## src/rtl/sync_fifo_flags.sv

```systemverilog
// Single-clock FIFO with registered occupancy count, threshold flags, sticky error flags
// and standard or first-word-fall-through reads. Optional flush port: SYNC_FIFO_FLUSH_EN.
module sync_fifo_flags #(
  parameter int DSIZE      = 8,
  parameter int ASIZE      = 4,
  parameter int AFULL_LVL  = 14,
  parameter int AEMPTY_LVL = 2,
  parameter int FWFT       = 0
) (
  input  logic             clk,
  input  logic             rst_n,
`ifdef SYNC_FIFO_FLUSH_EN
  input  logic             flush,
`endif
  input  logic             winc,
  input  logic [DSIZE-1:0] wdata,
  output logic             wfull,
  output logic             walmost_full,
  input  logic             rinc,
  output logic [DSIZE-1:0] rdata,
  output logic             rvalid,
  output logic             rempty,
  output logic             ralmost_empty,
  output logic [ASIZE:0]   count,
  output logic             ovf,
  output logic             udf
);

  localparam int             DEPTH    = 1 << ASIZE;
  localparam logic [ASIZE:0] DEPTH_C  = (ASIZE+1)'(DEPTH);
  localparam logic [ASIZE:0] AFULL_C  = (ASIZE+1)'(AFULL_LVL);
  localparam logic [ASIZE:0] AEMPTY_C = (ASIZE+1)'(AEMPTY_LVL);

  logic [DSIZE-1:0] mem [DEPTH];
  logic [ASIZE-1:0] wptr;
  logic [ASIZE-1:0] rptr;
  logic             clr;
  logic             wa;
  logic             ra;
  logic [ASIZE:0]   count_next;

`ifdef SYNC_FIFO_FLUSH_EN
  assign clr = flush;
`else
  assign clr = 1'b0;
`endif

  // Accepts are gated by the registered flags; reset and flush swallow both requests.
  assign wa = winc & ~wfull  & rst_n & ~clr;
  assign ra = rinc & ~rempty & rst_n & ~clr;

  always_comb begin
    count_next = count;
    if (wa) count_next = count_next + 1'b1;
    if (ra) count_next = count_next - 1'b1;
  end

  always_ff @(posedge clk) begin
    if (!rst_n || clr) begin
      wptr          <= '0;
      rptr          <= '0;
      count         <= '0;
      wfull         <= 1'b0;
      walmost_full  <= 1'b0;
      rempty        <= 1'b1;
      ralmost_empty <= 1'b1;
      ovf           <= 1'b0;
      udf           <= 1'b0;
    end else begin
      if (wa) wptr <= wptr + 1'b1;
      if (ra) rptr <= rptr + 1'b1;
      count         <= count_next;
      wfull         <= (count_next == DEPTH_C);
      walmost_full  <= (count_next >= AFULL_C);
      rempty        <= (count_next == '0);
      ralmost_empty <= (count_next <= AEMPTY_C);
      ovf           <= ovf | (winc & wfull);
      udf           <= udf | (rinc & rempty);
    end
  end

  // Storage is deliberately left out of reset.
  always_ff @(posedge clk) begin
    if (wa) mem[wptr] <= wdata;
  end

  generate
    if (FWFT == 0) begin : g_std
      logic [DSIZE-1:0] rdata_q;
      logic             rvalid_q;

      always_ff @(posedge clk) begin
        if (!rst_n) begin
          rdata_q  <= '0;
          rvalid_q <= 1'b0;
        end else if (clr) begin
          rvalid_q <= 1'b0;
        end else begin
          rvalid_q <= ra;
          if (ra) rdata_q <= mem[rptr];
        end
      end

      assign rdata  = rdata_q;
      assign rvalid = rvalid_q;
    end else begin : g_fwft
      // Head word is shown directly; it is valid whenever the FIFO holds anything.
      assign rdata  = mem[rptr];
      assign rvalid = ~rempty;
    end
  endgenerate

endmodule

```

## config.mk

```make
export PLATFORM = sky130hd
export DESIGN_NAME = sync_fifo_flags
export DESIGN_NICKNAME = d
export VERILOG_FILES = /design/src/rtl/sync_fifo_flags.sv
export SDC_FILE = /design/constraint.sdc
export NUM_CORES = 1
export LEC_CHECK = 0
export ABC_AREA = 1
export ABC_CLOCK_PERIOD_IN_PS = 4090
export BUFFER_PORTS_ARGS = -buffer_cell sky130_fd_sc_hd__buf_2
export CAP_MARGIN = 40
export CORE_AREA = 3 3 96 116
export CTS_CLUSTER_DIAMETER = 150
export CTS_CLUSTER_SIZE = 40
export DETAILED_ROUTE_END_ITERATION = 8
export DIE_AREA = 0 0 99 119
export PLACE_DENSITY = 0.87
export REMOVE_ABC_BUFFERS = 1
export SLEW_MARGIN = 40
export SYNTH_ARGS = -nofsm -noshare
export SYNTH_HDL_FRONTEND = slang
export SYNTH_SLANG_ARGS = --single-unit
```

## constraint.sdc

```tcl
create_clock -name clk -period 4.09 [get_ports clk]
set_input_delay 0.409 -clock clk [delete_from_list [all_inputs] [get_ports clk]]
set_output_delay 0.409 -clock clk [all_outputs]
set_load 0.03 [all_outputs]
```

==> summary.md <==
| Metric | Value |
|---|---|
| Pre-CTS WS | `1.69 ns` |
| Sequential share of the synthesized area | `0.677` |
| Fin util | `0.726` |
| Req. time, crit path | `4.41 ns` |
| Via count | `4769` |
| DP Wirelength | `9580 µm` |
| Placer Congestion | `between 0.8 and 0.9` |
| Setup TNS | `0 ns` |
| Slowest cell on crit path | `dfxtp_2` |
| Multi-input gate area | `0.00181 mm²` |
| CTS sink cnt | `156` |
| H-tree lvl count | `4` |
| First-pass GRT wire length | `~24000 µm` |
| Post-synthesis cell count | `just over 600` |
| Area growth from synthesis to layout | `12.3%` |
| Die Span X | `99 µm` |
| Vias per std cell | `6.15` |
| CTS clk-pin slew, worst paths | `0.06 ns` |
| Clk root buf | `clkbuf_16` |
| Critical path launch point type | `register` |
| Setup ws final | `1.72 ns` |
| Cts repair resizes | `0` |
| Status | `finished clean` |
| Final Max Tran Viols | `0` |
| Lkg Pwr | `2.74 nW` |
| Area leader, netlist | `edfxtp_1` |
| Final ANT Viol Nets | `0` |
| Final instance area | `0.00731 mm²` |
| Maximum number of pins on one net before global-route repair | `58` |
| Starting density of the core | `0.647` |
| Min cycle time layout | `2.37 ns` |
| GR Util met3 | `0.0586` |
| Setup Fix Bufs, Post-CTS | `0` |
| Overflow after GRT | `0` |
| Worst EP arrival | `2.68 ns` |
| DRC viols | `0` |
| Antenna violations before repair | `0` |
| Nets | `655` |
| CP endpoint kind | `register` |
| CP bufs+invs | `3` |
| Die area | `roughly 0.012 mm²` |
| IO Pins | `32` |
| Placed cell area | `0.00670 mm²` |
| Routed WL | `15700 µm` |
| Drt wl/cell | `roughly 20 µm` |
| # setup viols final | `0` |
| CTS max path bufs | `2` |
| Synthesized area | `approximately 0.0065 mm²` |
| Core ar. | `0.0101 mm²` |
| GRT Max-Usage Layer | `met2` |
| Final period utilization | `0.579` |
| Max IR drop VDD | `0.000379 V` |
| Hold crit path type | `in -> reg` |
| Crit path kind | `reg -> reg` |
| Worst-Skew Late Latency | `0.42 ns` |
| Iter 0 DRT Violations | `636` |
| Vias in the first global route | `4583` |
| Average size of a mapped cell | `10.6 µm²` |
| Share of the synthesized area in the top cell type | `0.591` |
| Most frequent cell on the critical path | `nand3_1` |
| Layout cells sized above 1 | `0.137` |
| Synth area leaders | `edfxtp_1 (59%), dfxtp_1 (8.6%), nor2_1 (7.6%), o21ai_0 (5.3%), nand2_1 (4.8%)` |
| Ant diodes | `0` |
| CTS tree | `done` |
| Max-Cap Viols | `0` |
| Synth unique cells | `27` |
| Unrepaired setup endpoints after global routing | `false` |
| Register area | `around 0.0044 mm²` |
| Slew HR | `0.428` |
| Met2 global-route usage | `0.471` |
| Syn. warnings | `0` |
| Pwr dens | `~500 mW/mm²` |
| CP peak stage delay | `between 0.7 and 0.8 ns` |
| Met1 usage | `0.329` |
| Row cnt | `40` |
| FILL cells | `650` |
| Fmax achieved | `423 MHz` |
| Hold_buf cts | `0` |
| IO Port Bufs | `31` |
| CP cell instances | `clkinv_1, buf_4, o21ai_0, nand3_1, nand3_1, nand3_1, nand2_1, inv_1` |
| Pre-antenna DRT Iters | `6` |
| Clk_skew | `0.00861 ns` |
| Power Total | `approximately 3.7 mW` |
| Worst Max-Slew Pin Slew | `around 0.86 ns` |
| Yosys reg bits | `around 160` |
| Total GRT Usage | `0.276` |
| Die height | `119 µm` |
| CP delay by family, top | `buffers and inverters` |
| Max Fanout on Critical Path | `57` |
| Total CTS buffers | `17` |
| Final Hold Fails | `0` |
cell type report:
class                           instances  area share
Sequential cell                       156       0.603
Multi-Input combinational cell        382       0.248
Clock buffer                           24      0.0731
Timing Repair Buffer                   34      0.0243
Inverter                               45      0.0231
Tap cell                              126      0.0216
Clock inverter                          8     0.00685
Yosys cell counts:
master	number
nand2_2	2
inv_1	40
nor3_1	2
nand2_4	1
nor2_4	1
a31oi_1	2
or2_2	1
ha_1	7
nor4_1	2
o211ai_1	21
nor2_2	3
nand3_1	37
dfxtp_1	28
a21oi_1	13
buf_6	2
nand3_2	3
nand2_1	84
nand4_1	1
o21ai_0	69
edfxtp_1	128
buf_2	11
clkbuf_1	14
nor2_1	131
o21ai_1	2
clkinv_1	4
buf_4	2
inv_2	1
layer usage:
metal / up-vias / share of wire
li1: 2146 / -
met1: 2287 / 0.36
met2: 285 / 0.52
met3: 51 / 0.078
met4: 0 / 0.043
met5: - / 0
final timing paths:
path / startpoint / endpoint / slack (ns) / cells after the start
hold reg to reg: ovf$_SDFF_PN0_ / ovf$_SDFF_PN0_ / 0.48 / 2
hold / removal: rinc / udf$_SDFF_PN0_ / 0.26 / 3
setup reg to reg: rptr[0]$_SDFFE_PN0P_ / rdata[2]$_SDFFE_PN0P_ / 1.72 / 8
setup / recovery: rptr[0]$_SDFFE_PN0P_ / rdata[2]$_SDFFE_PN0P_ / 1.72 / 8
power by group:
| group | switching (mW) | internal [mW] | leakage, nW |
|---|---|---|---|
| Clock | 0.601 | 0.912 | 0.293 |
| Sequential | 0.0404 | 1.75 | 1.38 |
| Combinational | 0.264 | 0.0977 | 1.06 |
stage by stage:
step	cells	hold slack, ns
floorplan	583	0.477
global placement	743	0.450
detailed placement	743	0.462
CTS	775	0.249
global route	775	0.272
finish	775	0.255
logic make-up (layout without fill, tap and decap cells):
logic type | after synthesis | in the layout | synth area share
fa+ha+maj | 7 | 7 | 0.0135
flops | 156 | 156 | 0.677
buf+inv | 74 | 111 | 0.0483
simple gates | 268 | 268 | 0.171
compound gates | 107 | 107 | 0.0908
state kept, by name, summed over array words and instances (netlist names), 4 cells and up:
name	flops
count	5
rptr	4
mem	128
rdata	8
wptr	4
layout by cell type, fill, tap and decap left out, drive strengths merged:
cell	n
nand4	1
o211ai	21
nor2	135
edfxtp	128
nand2	87
or2	1
clkinvlp	1
a31oi	2
nor3	2
ha	7
o21ai	71
nor4	2
dfxtp	28
a21oi	13
buf	34
nand3	40
clkinv	8
inv	44
clkbuf	24
worst reg2reg max path: stages, from the launching register on:
cell,delay (ns)
dfxtp_2,0.71
clkinv_1,0.32
buf_4,0.39
o21ai_0,0.29
nand3_1,0.19
nand3_1,0.15
nand3_1,0.09
nand2_1,0.09
inv_1,0.04
No activity file was read; power rests on OpenSTA's default activity.
